<file path="config.mk">
export PLATFORM = sky130hd
export DESIGN_NAME = output_writeback
export DESIGN_NICKNAME = d
export VERILOG_FILES = /design/src/rtl/output_writeback_pkg.sv /design/src/rtl/output_writeback_out_quant.sv /design/src/rtl/output_writeback.sv
export SDC_FILE = /design/constraint.sdc
export NUM_CORES = 1
export LEC_CHECK = 0
export CAP_MARGIN = 20
export CORE_UTILIZATION = 47
export CTS_CLUSTER_SIZE = 30
export DETAILED_ROUTE_END_ITERATION = 8
export PLACE_DENSITY = 0.78
export SYNTH_ARGS = -nofsm -noshare
export SYNTH_HDL_FRONTEND = slang
export SYNTH_SLANG_ARGS = --single-unit
</file>
<file path="constraint.sdc">
create_clock -name clk -period 14.21 [get_ports clk]
set_clock_uncertainty 0.2 [all_clocks]
set_input_delay 2.1315 -clock clk [delete_from_list [all_inputs] [get_ports clk]]
set_output_delay 2.1315 -clock clk [all_outputs]
set_load 0.1 [all_outputs]
</file>
<file path="src/rtl/output_writeback_pkg.sv">
// Shared definitions for the output writeback stage: FSM state encodings, address/config widths.
package output_writeback_pkg;

  localparam int unsigned ADDR_W = 10;
  localparam int unsigned CFG_W  = 8;
  localparam int unsigned NPIX_W = 16;

  typedef enum logic [1:0] {
    ST_IDLE  = 2'd0,
    ST_WAIT  = 2'd1,
    ST_WRITE = 2'd2,
    ST_DONE  = 2'd3
  } state_e;

  // Pixels per output channel plane.
  function automatic logic [NPIX_W-1:0] pix_count(input logic [CFG_W-1:0] nrow,
                                                 input logic [CFG_W-1:0] ncol);
    return NPIX_W'(nrow) * NPIX_W'(ncol);
  endfunction

endpackage

</file>
<file path="src/rtl/output_writeback_out_quant.sv">
// Requantizer: round half up, arithmetic shift by decimal, saturate to width.
// Optional macro RELU_EN clamps negative results to zero.
module output_writeback_out_quant #(
  parameter int unsigned accw    = 16,
  parameter int unsigned width   = 8,
  parameter int unsigned decimal = 4
) (
  input  logic [accw-1:0]  acc,
  output logic [width-1:0] q_c
);

  localparam int unsigned EW = accw + 1;
  localparam logic signed [EW-1:0] HALF = EW'(2 ** (decimal - 1));
  localparam logic signed [EW-1:0] MAXV = EW'((2 ** (width - 1)) - 1);
  localparam logic signed [EW-1:0] MINV = ~MAXV;

  logic signed [EW-1:0] acc_ext;
  logic signed [EW-1:0] rounded;
  logic signed [EW-1:0] shifted;
  logic [width-1:0]     sat;

  // One guard bit keeps the rounding add from overflowing.
  always_comb begin
    acc_ext = EW'($signed(acc));
    rounded = acc_ext + HALF;
    shifted = rounded >>> decimal;
    if (shifted > MAXV) begin
      sat = MAXV[width-1:0];
    end else if (shifted < MINV) begin
      sat = MINV[width-1:0];
    end else begin
      sat = shifted[width-1:0];
    end
`ifdef RELU_EN
    q_c = sat[width-1] ? '0 : sat;
`else
    q_c = sat;
`endif
  end

endmodule

</file>
<file path="src/rtl/output_writeback.sv">
// Output writeback: requantizes each accepted cols-wide PE vector and serializes it as BRAM
// writes, walking output channels in tiles of cols. Macro RELU_EN clamps negative results to 0.
module output_writeback
  import output_writeback_pkg::*;
#(
  parameter int unsigned width   = 8,
  parameter int unsigned decimal = 4,
  parameter int unsigned cols    = 4,
  parameter int unsigned accw    = 16
) (
  input  logic                   clk,
  input  logic                   rst,
  input  logic                   start,
  input  logic [CFG_W-1:0]       do_ch,
  input  logic [CFG_W-1:0]       orows,
  input  logic [CFG_W-1:0]       ocols,
  input  logic [ADDR_W-1:0]      outaddr,
  input  logic [cols*accw-1:0]   pe_out,
  input  logic                   out_valid,
  output logic                   out_ready,
  output logic                   wea,
  output logic [ADDR_W-1:0]      memaddr,
  output logic [width-1:0]       mem_in,
  output logic                   busy,
  output logic                   done
);

  localparam int unsigned COL_W = $clog2(cols + 1);
  localparam int unsigned SEL_W = (cols > 1) ? $clog2(cols) : 1;

  state_e              state_q, state_d;
  logic [CFG_W-1:0]    do_q, do_d;
  logic [NPIX_W-1:0]   npix_q, npix_d;
  logic [NPIX_W-1:0]   pix_q, pix_d;
  logic [NPIX_W-1:0]   tile_ch_q, tile_ch_d;
  logic [COL_W-1:0]    col_q, col_d;
  logic [cols*accw-1:0] vec_q, vec_d;
  logic [ADDR_W-1:0]   pix_addr_q, pix_addr_d;
  logic [ADDR_W-1:0]   memaddr_q, memaddr_d;
  logic [width-1:0]    mem_in_q, mem_in_d;
  logic                out_ready_q, out_ready_d;
  logic                wea_q, wea_d;
  logic                busy_q, busy_d;
  logic                done_q, done_d;

  logic                accept_c;
  logic [SEL_W-1:0]    col_sel_c;
  logic [accw-1:0]     src_a [cols];
  logic [accw-1:0]     acc_sel_c;
  logic [width-1:0]    quant_c;
  logic [NPIX_W-1:0]   ch_c;
  logic                ch_en_c;
  logic [NPIX_W-1:0]   tile_next_c;
  logic                pix_last_c;
  logic                col_more_c;

  // Column 0 is emitted straight from pe_out on the accept edge; later columns from the capture.
  assign accept_c    = (state_q == ST_WAIT) && out_valid && out_ready_q;
  assign col_sel_c   = accept_c ? '0 : col_q[SEL_W-1:0];
  assign ch_c        = tile_ch_q + NPIX_W'(col_sel_c);
  assign ch_en_c     = ch_c < NPIX_W'(do_q);
  assign tile_next_c = tile_ch_q + NPIX_W'(cols);
  assign pix_last_c  = (pix_q + NPIX_W'(1)) == npix_q;
  assign col_more_c  = col_q < COL_W'(cols);

  always_comb begin
    for (int c = 0; c < int'(cols); c++) begin
      src_a[c] = accept_c ? pe_out[c*accw +: accw] : vec_q[c*accw +: accw];
    end
  end

  assign acc_sel_c = src_a[col_sel_c];

  output_writeback_out_quant #(
    .accw    (accw),
    .width   (width),
    .decimal (decimal)
  ) u_out_quant (
    .acc (acc_sel_c),
    .q_c (quant_c)
  );

  always_comb begin
    state_d     = state_q;
    do_d        = do_q;
    npix_d      = npix_q;
    pix_d       = pix_q;
    tile_ch_d   = tile_ch_q;
    col_d       = col_q;
    vec_d       = vec_q;
    pix_addr_d  = pix_addr_q;
    memaddr_d   = memaddr_q;
    mem_in_d    = mem_in_q;
    out_ready_d = 1'b0;
    wea_d       = 1'b0;
    busy_d      = busy_q;
    done_d      = 1'b0;

    unique case (state_q)
      ST_IDLE: begin
        if (start) begin
          do_d        = do_ch;
          npix_d      = pix_count(orows, ocols);
          pix_d       = '0;
          tile_ch_d   = '0;
          pix_addr_d  = outaddr;
          busy_d      = 1'b1;
          out_ready_d = 1'b1;
          state_d     = ST_WAIT;
        end
      end
      ST_WAIT: begin
        out_ready_d = !accept_c;
        if (accept_c) begin
          vec_d     = pe_out;
          wea_d     = ch_en_c;
          memaddr_d = pix_addr_q;
          mem_in_d  = quant_c;
          col_d     = COL_W'(1);
          state_d   = ST_WRITE;
        end
      end
      ST_WRITE: begin
        if (col_more_c) begin
          wea_d     = ch_en_c;
          memaddr_d = memaddr_q + npix_q[ADDR_W-1:0];
          mem_in_d  = quant_c;
          col_d     = col_q + COL_W'(1);
        end else if (pix_last_c) begin
          // Next tile's pixel 0 sits right after the last column's plane entry.
          pix_d      = '0;
          tile_ch_d  = tile_next_c;
          pix_addr_d = memaddr_q + ADDR_W'(1);
          if (tile_next_c >= NPIX_W'(do_q)) begin
            busy_d  = 1'b0;
            done_d  = 1'b1;
            state_d = ST_DONE;
          end else begin
            out_ready_d = 1'b1;
            state_d     = ST_WAIT;
          end
        end else begin
          pix_d       = pix_q + NPIX_W'(1);
          pix_addr_d  = pix_addr_q + ADDR_W'(1);
          out_ready_d = 1'b1;
          state_d     = ST_WAIT;
        end
      end
      ST_DONE: begin
        state_d = ST_IDLE;
      end
      default: begin
        state_d = ST_IDLE;
      end
    endcase
  end

  always_ff @(posedge clk) begin
    if (!rst) begin
      state_q     <= ST_IDLE;
      do_q        <= '0;
      npix_q      <= '0;
      pix_q       <= '0;
      tile_ch_q   <= '0;
      col_q       <= '0;
      vec_q       <= '0;
      pix_addr_q  <= '0;
      memaddr_q   <= '0;
      mem_in_q    <= '0;
      out_ready_q <= 1'b0;
      wea_q       <= 1'b0;
      busy_q      <= 1'b0;
      done_q      <= 1'b0;
    end else begin
      state_q     <= state_d;
      do_q        <= do_d;
      npix_q      <= npix_d;
      pix_q       <= pix_d;
      tile_ch_q   <= tile_ch_d;
      col_q       <= col_d;
      vec_q       <= vec_d;
      pix_addr_q  <= pix_addr_d;
      memaddr_q   <= memaddr_d;
      mem_in_q    <= mem_in_d;
      out_ready_q <= out_ready_d;
      wea_q       <= wea_d;
      busy_q      <= busy_d;
      done_q      <= done_d;
    end
  end

  assign out_ready = out_ready_q;
  assign wea       = wea_q;
  assign memaddr   = memaddr_q;
  assign mem_in    = mem_in_q;
  assign busy      = busy_q;
  assign done      = done_q;

endmodule

</file>
After elaboration in Yosys (flattened, before gate mapping)
Index checks and enable logic that the tools add are counted.
- bits of input ports: 102
- register bits after elaboration: 157
- logic and storage cells: 107
- output and inout bits: 22
- mux-type cells: 50
- $mul: 1
- bitwise gates (word level): 4
- reduce and logical (&&, ||, !) cells: 14
- $lt $le $gt $ge: 6
- equal/unequal tests: 10
- add/sub/neg operators: 8
- operators with widths (kind ; number):
    $mux W16 ; 11
    $pmux W16 S2 ; 2
    $mux W10 ; 5
    $pmux W10 S2 ; 2
    $bmux W16 S2 ; 1
    $mux W8 ; 4
    $add A10 B1 Y10 const B ; 2
    $add A16 B5 Y17 const B ; 1
    $add A16 B1 Y16 const B ; 1
    $add A16 B2 Y16 ; 1
    $add A16 B3 Y16 const B ; 1
    $eq A16 B16 Y1 ; 1
    $ge A16 B8 Y1 ; 1
    $lt A16 B8 Y1 ; 1
    $mul A8 B8 Y16 ; 1
    $pmux W8 S2 ; 1
    $gt A13 B8 Y1 const B ; 1
    $lt A13 B8 Y1 const B ; 1
    $mux W2 ; 6
    $ne A2 B2 Y1 const B ; 6
    $mux W1 ; 11
    $add A10 B10 Y10 ; 1
    $reduce_and A3 Y1 ; 3
    $pmux W2 S4 ; 1
    other kinds (19) ; 27

Depth between registers and ports, before layout
- depth in word-level cells: 14
- gate-level depth with buffers: 19
- depth with buffers taken out: 18

Hierarchy
From an unflattened synthesis, not the netlist that was laid out.
- cell total of the unflattened synthesis: 1387
- area total of the unflattened synthesis: 11070.6 um^2
- by module, submodules not included (module ; cells an instance ; times used ; area each (um^2) ; sequential area each (um^2)):
    output_writeback ; 1326 ; 1 ; 10625.2 ; 3103.0
    output_writeback_out_quant ; 61 ; 1 ; 445.4 ; 0.0

Worst setup path before layout
No wires, ideal clock.
- kind: input port to flip-flop
- from: input ocols[4]
- to: register npix_q[15]
- arrival time: 5933 ps
- required time: 13877 ps
- setup slack: 7945 ps
- library setup time: 133 ps
- stages on the path: 18
- buffers on the path: 0
- cell sequence: and2_1 -> fa_1 -> inv_1 -> fa_1 -> inv_1 -> fa_1 -> inv_1 -> fa_1 -> inv_1 -> ha_1 -> inv_1 -> a21oi_1 -> o21ai_0 -> a21oi_1 -> a41o_1 -> o41a_1 -> xnor2_1 -> a21oi_1
- word-level cells in the longest chain between the ends: 1
- RTL lines (item ; RTL line ; source):
    from (decl) ; output_writeback.sv:16 ; input logic [CFG_W-1:0] ocols,
    $mul A8 B8 Y16 ; output_writeback_pkg.sv:18 ; return NPIX_W'(nrow) * NPIX_W'(ncol);
    to (signal assigned) ; output_writeback.sv:177 ; npix_q <= npix_d;
    to (decl) ; output_writeback.sv:33 ; logic [NPIX_W-1:0] npix_q, npix_d;
Every way passes these cells.
A chain may end at the register's enable or synchronous reset.

Final worst setup path
- from: input orows[0]
- to: register npix_q[15]
- word-level cells in the longest chain between the ends: 1
- RTL lines (item ; RTL line ; source):
    from (decl) ; output_writeback.sv:15 ; input logic [CFG_W-1:0] orows,
    $mul A8 B8 Y16 ; output_writeback_pkg.sv:18 ;
Every way passes these cells.

==> results.py <==
metrics = {
    "outcome": {
        "status": "finished clean",
    },
    "clock_network": {
        "clkLatencyLatePin_ns": 0.43,
        "cts.htree.levels": 4,
        "cts_resized": 0,
        "cts_root_buf": "clkbuf_16",
        "ctsLongestPathBuffers": 2,
        "cts_tree": "done",
        "clk_pin_slew_ns": 0.07,
        "hold_buffers": 0,
        "postCtsSetupRepairBufs": 0,
        "cts-buffers-inserted": 17,
        "cts_sinks": 143,
    },
    "cells_and_area": {
        "multi_input_area_sq_um": 6869,
        "num_antenna_cells": 0,
        "seq_area_sq_um": 2863,
        "syn_to_final_growth_pct": 17.45,
        "drive_above_1_share_pct": 5.007,
        "n_fill_cell": 1929,
        "postLayoutCoreUtil_pct": 57.17,
        "final_net_count": 1592,
    },
    "timing": {
        "setup_violations": 0,
        "fin_crit_sh_pct": 47.39,
        "maxSlewViolCount": 0,
        "hold_viol_final": 0,
        "grt_setup_unrepaired": "no",
        "max_freq_mhz": 148.5,
        "relSlewSlack_pct": 29.44,
        "tns_ns": 0,
        "tightest_slew_ns": 1.055,
        "finalCriticalPeriod_ns": 6.734,
    },
    "worst_setup_path": {
        "crit_slowest_cell": "clkdlybuf4s50_1",
        "critPathRequiredTime_ns": 14.29,
        "timing.rr.end": "pix_q[9]$_SDFFE_PN0P_",
        "setup.worst_path.start_class": "input pin",
        "cpPeakStageDelay_ns": 0.56,
        "path_cells": "clkdlybuf4s50_1, and2_1, fa_1, fa_1, ha_1, inv_1, fa_1, inv_1, ha_1, nor2b_1, o21ai_0, a21oi_1, o21ai_0, a21oi_1, a41o_1, o41a_1, xnor2_1, a21oi_1",
        "critPathCaptureType": "register",
        "worstPathArrival_ns": 6.81,
        "path_max_fanout": 8,
        "worstSetupPathType": "input pin to register",
        "r2r-start": "pix_q[8]$_SDFFE_PN0P_",
        "reg2regPathDepth": 8,
        "rrSetupSlack_ns": 9.63,
    },
    "yosys": {
        "ys_async_sr_fraction_pct": 0,
        "synth-simple-area-share_pct": 23.73,
        "synth_mux_area_share_pct": 4.117,
        "yosysUniqueCellTypes": 72,
        "syn-cell-area_sq_um": 10360,
        "avgSynthCellArea_sq_um": 7.809,
        "synth_area_leaders": "dfxtp_1, nand2_1, ha_1",
        "ys_ff_latch": 143,
        "synthCells": 1327,
        "yosysTopAreaCell": "dfxtp_1",
        "synth_top_family_by_area": "simple AND/OR/NAND/NOR gates",
        "synth_top_area_share_pct": 27.63,
        "synth_seq_area_share_pct": 27.63,
        "dominantRegCellSynth": "dfxtp_1",
        "synth_edf_count": 0,
        "yosysMostFrequentCell": "nand2_1",
        "synth_compound_area_share_pct": 16.87,
        "yosysWarnings": 0,
        "synth_common_cells": "nand2_1, a21oi_1, dfxtp_1, inv_1, nor2_1",
        "synthAdderAreaFrac_pct": 15.36,
        "syn-num-nets": 1534,
        "synth_xor_area_share_pct": 6.085,
    },
    "worst_hold_path": {
        "holdPathEnd": "vec_q[10]$_SDFFE_PN0P_",
        "hold_start": "vec_q[10]$_SDFFE_PN0P_",
        "min_path_type": "register to register",
        "hold_depth": 2,
    },
    "routing": {
        "wl_um": 24730,
        "wl_per_cell_um": 14.78,
        "viasPerCell": 5.557,
        "drtIter0Drc": 685,
        "num_vias": 9297,
        "detail-route-antenna-nets": 0,
        "drtPass1Iterations": 8,
        "drc": 0,
    },
    "power_and_ir_drop": {
        "report.power.total_mw": 1.827,
        "p_per_area_nw_per_um2": 150.2,
        "vdd.ir_drop.worst_uv": 88.76,
        "leakagePower_nw": 4.736,
    },
    "global_route": {
        "antenna_found_initial": 0,
        "gr-total-overflow": 0,
        "grt_pass1_vias": 8658,
        "grt_max_degree": 76,
        "grt_use_total_pct": 22.93,
        "grt_first_pass_wirelength_um": 41830,
    },
    "floorplan": {
        "fp.dieH_um": 150.5,
        "die-area_sq_um": 22650,
        "die_w_um": 150.5,
        "io_pins": 124,
        "initial_core_util_pct": 48.68,
        "core-area_sq_um": 21290,
        "rows": 53,
    },
    "placed_design": {
        "dp_hpwl_um": 17660,
        "portBuffers": 111,
        "place_congestion": 0.8918,
    },
    "flow_run": {
        "cap_violations": 0,
    },
}
[layout make-up]
type	instances	area share (%)
clock inverter	15	1.398
clock buffer	17	3.495
multi-input combinational	1018	56.44
inverter	87	2.694
sequential	143	23.52
tap	275	2.827
timing repair buffer	118	9.623
[metal layers]
metal / global-route usage (%) / routed length, um / vias up
met3: 4.212 / 1371 / 36
met1: 30.75 / 11620 / 4342
li1: - / - / 4650
met4: 7.576 / 450 / 0
met5: 0 / 0 / -
met2: 37.03 / 11290 / 269
[kinds of logic (layout without fill, tap and decap cells)]
family / Yosys count / after routing
and+or+nand+nor: 521 / 521
other: 1 / 1
buffers and inverters: 166 / 237
AOI/OAI and AO/OA: 293 / 293
adders and majority gates: 105 / 105
muxes: 26 / 26
xor gates and xnor gates: 72 / 72
DFF: 143 / 143
[flip-flops by register name (all words and copies together), names as in the netlist]
| signal | cells |
|---|---|
| col_q | 3 |
| wea | 1 |
| npix_q | 16 |
| busy | 1 |
| pix_addr_q | 10 |
| done | 1 |
| vec_q | 52 |
| pix_q | 16 |
| out_ready | 1 |
| tile_ch_q | 14 |
| mem_in | 8 |
| state_q | 2 |
| memaddr | 10 |
| do_q | 8 |
[through the flow]
step,worst slack (ns),hold slack [ns],cell area (sq um),std cells
5_1_grt,7.267,0.2691,12170,1673
6_report,7.476,0.2528,12170,1673
2_1_floorplan,7.945,0.2331,10360,1327
4_1_cts,7.475,0.2574,12160,1672
3_3_place_gp,7.107,0.2385,11560,1640
3_5_place_dp,7.031,0.2477,11560,1640
[worst max-delay path by stage]
stage	startpoint	end	slack (ns)	depth (start not counted)
final	orows[0]	npix_q[15]$_SDFFE_PN0P_	7.48	18
after global routing	ocols[4]	npix_q[15]$_SDFFE_PN0P_	7.27	19
after global placement	ocols[4]	npix_q[15]$_SDFFE_PN0P_	7.11	19
after floorplan	ocols[4]	npix_q[15]$_SDFFE_PN0P_	7.94	18
after detailed placement	ocols[4]	npix_q[15]$_SDFFE_PN0P_	7.03	17
after CTS	orows[0]	npix_q[15]$_SDFFE_PN0P_	7.47	18
[power breakdown]
group          switching [mW]  internal (mW)
clock network           0.207          0.237
registers              0.0699          0.461
logic                   0.537          0.316
[cell usage in the layout (no fill, tap or decap), types with 8 or more instances in the layout]
master and n:
a211oi_1 14, a21boi_0 8, a21oi_1 143, a31oi_1 9, and2_1 56, and3_1 14
clkbuf_16 17, clkdlybuf4s50_1 111, dfxtp_1 143, fa_1 37, ha_1 68, inv_1 86
mux2i_1 10, mux4_2 13, nand2_1 242, nand2b_1 10, nand3_1 40, nand4_1 14
nor2_1 72, nor2b_1 12, nor3_1 17, nor4_1 12, o211ai_1 8, o21ai_0 56
xnor2_1 45, xor2_1 27
[critical path: cells and delay by family]
kind,cells,cell delay [ns]
compound gates,7,1.35
xor+xnor,1,0.17
fa+ha+maj,5,2.10
buf+inv,3,0.65
simple gates,2,0.41
Power figures use the tool's default switching activity.
